## config.mk

```make
export PLATFORM = sky130hd
export DESIGN_NAME = dot_frame_buffer
export DESIGN_NICKNAME = d
export VERILOG_FILES = /design/src/rtl/dot_frame_buffer.sv
export SDC_FILE = /design/constraint.sdc
export NUM_CORES = 1
export LEC_CHECK = 0
export CORE_MARGIN = 10
export CORE_UTILIZATION = 55
export DETAILED_ROUTE_END_ITERATION = 10
export MAX_ROUTING_LAYER = met4
export PLACE_DENSITY_LB_ADDON = 0.3
export SETUP_SLACK_MARGIN = 0.4
export SYNTH_ARGS = -nofsm -noshare
export SYNTH_HDL_FRONTEND = slang
export SYNTH_SLANG_ARGS = --single-unit
```

## constraint.sdc

```tcl
create_clock -name clk -period 3.1 [get_ports clk]
set_clock_uncertainty 0.2 [all_clocks]
set_input_delay 0.31 -clock clk [delete_from_list [all_inputs] [get_ports clk]]
set_output_delay 0.31 -clock clk [all_outputs]
set_load 0.01 [all_outputs]
```

## src/rtl/dot_frame_buffer.sv

```systemverilog
`timescale 1ns/1ps
// Double-buffered dot list for a VGA overlay: the processor fills the back bank,
// a commit publishes it at the next frame boundary, and isDot scans the front bank.
module dot_frame_buffer #(
    parameter  int DOT_COUNT = 16,
    localparam int AW        = $clog2(DOT_COUNT)
) (
    input  logic          clk,
    input  logic          reset,
    input  logic          wEn,
    input  logic [AW-1:0] wAddr,
    input  logic [31:0]   wData,
    input  logic          commit,
    input  logic          screenEnd,
    input  logic [9:0]    x,
    input  logic [8:0]    y,
    output logic          wReady,
    output logic          isDot,
    output logic [7:0]    frameCount,
    output logic          swapped
);

    localparam logic [1:0] IDLE    = 2'd0;
    localparam logic [1:0] PENDING = 2'd1;
    localparam logic [1:0] SWAP    = 2'd2;

    logic [1:0]           state;
    logic                 front;
    logic                 back_sel;
    logic [DOT_COUNT-1:0] valid [2];
    logic [9:0]           slot_x [2][DOT_COUNT];
    logic [8:0]           slot_y [2][DOT_COUNT];
    logic                 se_prev;
    logic                 se_armed;
    logic                 s_edge;
    logic                 hit;
    logic                 unused_bits;

    assign back_sel    = ~front;
    assign wReady      = (state == IDLE);
    assign swapped     = (state == SWAP);
    assign unused_bits = ^{wData[30:25], wData[15:10]};

    // se_armed blocks a spurious boundary when screenEnd is already high as reset releases.
    assign s_edge = screenEnd & ~se_prev & se_armed;

    // NOTE: every variable driven here gets a default first so no latch is inferred.
    always_comb begin
        hit = 1'b0;
        for (int i = 0; i < DOT_COUNT; i++) begin
            if (valid[front][i] && slot_x[front][i] == x && slot_y[front][i] == y)
                hit = 1'b1;
        end
    end

    // NOTE: sequential state uses non-blocking assignments so all registers see pre-edge values.
    always_ff @(posedge clk or posedge reset) begin
        if (reset) begin
            state      <= IDLE;
            front      <= 1'b0;
            valid[0]   <= '0;
            valid[1]   <= '0;
            se_prev    <= 1'b0;
            se_armed   <= 1'b0;
            frameCount <= 8'd0;
            isDot      <= 1'b0;
        end else begin
            se_prev  <= screenEnd;
            se_armed <= se_armed | ~screenEnd;
            isDot    <= hit;
            if (s_edge)
                frameCount <= frameCount + 8'd1;

            case (state)
                IDLE: begin
                    if (wEn)
                        valid[back_sel][wAddr] <= wData[31];
                    if (commit)
                        state <= PENDING;
                end
                PENDING: begin
                    if (s_edge)
                        state <= SWAP;
                end
                SWAP: begin
                    // The outgoing front becomes the new back bank and starts empty.
                    front        <= ~front;
                    valid[front] <= '0;
                    state        <= IDLE;
                end
                default: state <= IDLE;
            endcase
        end
    end

    // NOTE: coordinate storage is not reset; the valid bits alone decide what is visible.
    always_ff @(posedge clk) begin
        if (state == IDLE && wEn) begin
            slot_x[back_sel][wAddr] <= wData[9:0];
            slot_y[back_sel][wAddr] <= wData[24:16];
        end
    end

endmodule

```

==> results.toml <==
[critical_path]
worstPathArrival_ns = 3.07
startpoint = "front"
end_kind = "register"
cp-endpoint = "isDot"
timing.rr.end = "isDot"
path_class = "reg2reg"
r2r_cells = 11
reg2reg_from = "front"
start_kind = "register"
path_max_fanout = 12
cp.required_ns = 3.41
r2r_slack_ns = 0.34

[sta]
fin_crit_ns = 2.76
finalSetupViolations = 0
slew_headroom = 0.419
tightestPinTransition_ns = 0.872
timing.fmax_mhz = 362
tns_ns = 0
rsz0062_at_grt = "true"
min_period_over_period = 0.892
holdWs_ns = 0.0219
setup_slack_ns = 0.336
finalMaxSlewViolations = 0
finalHoldViolCount = 0

[floorplan]
start_util = 0.560
die_h_um = 244
ioPinCount = 71
die_x_um = 244
dieArea_um2 = 59500
std_cell_rows = 81
core-area_um2 = 49300

[synthesis]
synth.avg_cell_area_um2 = 16.1
synth-seq-area-share = 0.704
synth.top_cell.area_share = 0.662
syn_area_um2 = 27600
synth_cell_type_count = 35
syn_inst = 1717
syn-num-nets = 1778
yosys_warnings = 0
synth_edf_count = 608
yosysTopAreaCell = "edfxtp_1"
synth.most_common_cell = "edfxtp_1"
async_reset_ff_frac = 0.0703
synth_commonest_cells = "608 x edfxtp_1, 314 x mux2i_1, 186 x xnor2_1, 110 x xor2_1, 48 x nor2_1"
synthFlopType = "edfxtp_1"
synth.area.top_cells = "edfxtp_1 66%, mux2i_1 11%, xnor2_1 5.9%, dfrtp_1 4.2%, xor2_1 3.5%"
ys_ff_latch = 654

[power_and_ir_drop]
peakVddDrop_uv = 468
p_leak_nw = 11.7
pwr_density_cell_nw_per_um2 = 745

[global_route]
grt_max_degree = 37
grt_pass1_vias = 16400
grt_overflow_total = 0
grt_pass1_wl_mm = 107
antenna_found_initial = 3
grt_usage = 0.251

[final_layout]
drive_gt1_frac = 0.162
area_growth_pct = 20.1
postLayoutCoreUtil = 0.672
final_nets = 2006

[detailed_routing]
avgViaCountPerCell = 6.04
drt_first_iter_violations = 1652
vias = 16100
antenna_left = 0
drt_drc_violations_left = 0
detail_route.wirelength_mm = 72.9
routedWlPerCell_um = 27.4
dr.pass1.iters = 8

[clock_tree]
clockBufferDepth = 3
cts_tree = "built"
cts_root_buf = "clkbuf_16"
clk_latency_ns = 0.59
cts_made_buffers = 69
hold_buffers = 0
clkSinkCount = 654
clk_pin_slew_ns = 0.06
h-tree-depth = 3

[placement]
dp.final_hpwl_mm = 42.1
place.gp.congestion = 0.888
dp_slack_ns = 0.0116
port_buffers = 58

[run]
maxCapViolCount = 0

[hold_path]
hold_class = "in2async"

[outcome]
run_status = "complete, no violations"
-- stage by stage --
step	std cells	area (um2)	power (W)
2_1_floorplan	1717	27600	0.0142
3_3_place_gp	2515	30300	0.0156
3_5_place_dp	2515	30300	0.0157
4_1_cts	2649	32900	0.0245
5_1_grt	2661	33100	0.0255
6_report	2661	33100	0.0247
-- power by group --
group / internal (W) / leakage (nW) / switching [W]
clock network: 0.00519 / 1.13 / 0.00328
registers: 0.00985 / 6.05 / 0.000144
logic: 0.00294 / 4.53 / 0.00326
total: 0.0180 / 11.7 / 0.00668
-- sequential cells by signal, summed over array words and instances (netlist names) --
name,flops
frameCount,8
front,1
isDot,1
se_armed,1
se_prev,1
slot_x,320
slot_y,288
state,2
valid,32
-- layer usage --
layer / up-vias / GRT usage / part of all wire
met3: 174 / 0.0360 / 0.075
met5: - / - / 0
met4: 0 / 0.121 / 0.046
met1: 8231 / 0.313 / 0.39
met2: 736 / 0.401 / 0.49
li1: 6932 / - / -
-- how the worst min path moves through the flow --
stage / from / end / cells after the start
after floorplan: screenEnd / se_prev / 0
after global placement: se_armed / se_armed / 1
after detailed placement: frameCount[7] / frameCount[7] / 1
after CTS: screenEnd / se_prev / 1
after global routing: screenEnd / se_prev / 1
final: reset / valid[24] / 2
-- critical path, cell delays in order (launching register included) --
cell	delay [ns]
dfrtp_4	0.49
buf_6	0.16
buf_16	0.16
buf_4	0.16
buf_4	0.14
mux2i_1	0.18
xnor2_1	0.08
nor4_1	0.35
nand3_1	0.21
nor4_4	0.30
nor4_4	0.12
nand4_1	0.12
-- logic make-up (layout without fill, tap and decap cells) --
family	Yosys count	after routing	synth area share
XOR/XNOR	296	296	0.0940
flip-flops	654	654	0.704
adder cells (fa/ha/maj)	1	1	0.000454
AO/OA/AOI/OAI	135	135	0.0289
buffers and inverters	115	394	0.0213
AND/OR/NAND/NOR	202	202	0.0376
multiplexers	314	314	0.114
other	0	1	0
-- timing repair --
item                                    4_1_cts  5_1_grt
pin swaps                                     5        7
gates cloned                                  3        1
setup buffers                                 9       10
endpoints found under the setup margin        2        1
gates resized for setup                      31       24
-- layout make-up --
type | instances | area (um2)
multi-input cells | 948 | 7800
clock buffers | 85 | 1870
repair buffers | 244 | 2630
fillers | 3345 | 16100
inverters | 28 | 109
well taps | 664 | 831
clock inverters | 37 | 450
diodes | 1 | 2.50
flip-flops and latches | 654 | 19400
-- cells in the final DEF (no fill, tap or decap), types with 3 or more instances in the layout --
master / instances
buf_16: 4
clkbuf_1: 12
a21oi_1: 47
o22ai_1: 7
o2111ai_1: 10
a211oi_1: 7
xor2_1: 110
xnor2_1: 186
nand2b_1: 7
mux2i_2: 4
nor2_2: 4
nand4_1: 39
buf_12: 38
inv_1: 22
o21ai_0: 45
clkdlybuf4s50_1: 58
nor4_4: 3
clkinv_2: 7
edfxtp_1: 608
mux2i_1: 310
o211ai_1: 12
buf_6: 7
nor4_2: 16
nor4_1: 22
a2111oi_2: 3
nor3_2: 4
inv_2: 5
buf_4: 133
bufinv_16: 11
nand3_1: 23
dfrtp_1: 45
clkbuf_16: 74
nor2_1: 44
nand2_1: 29
clkinv_1: 16
(Power assumes the default switching activity.)
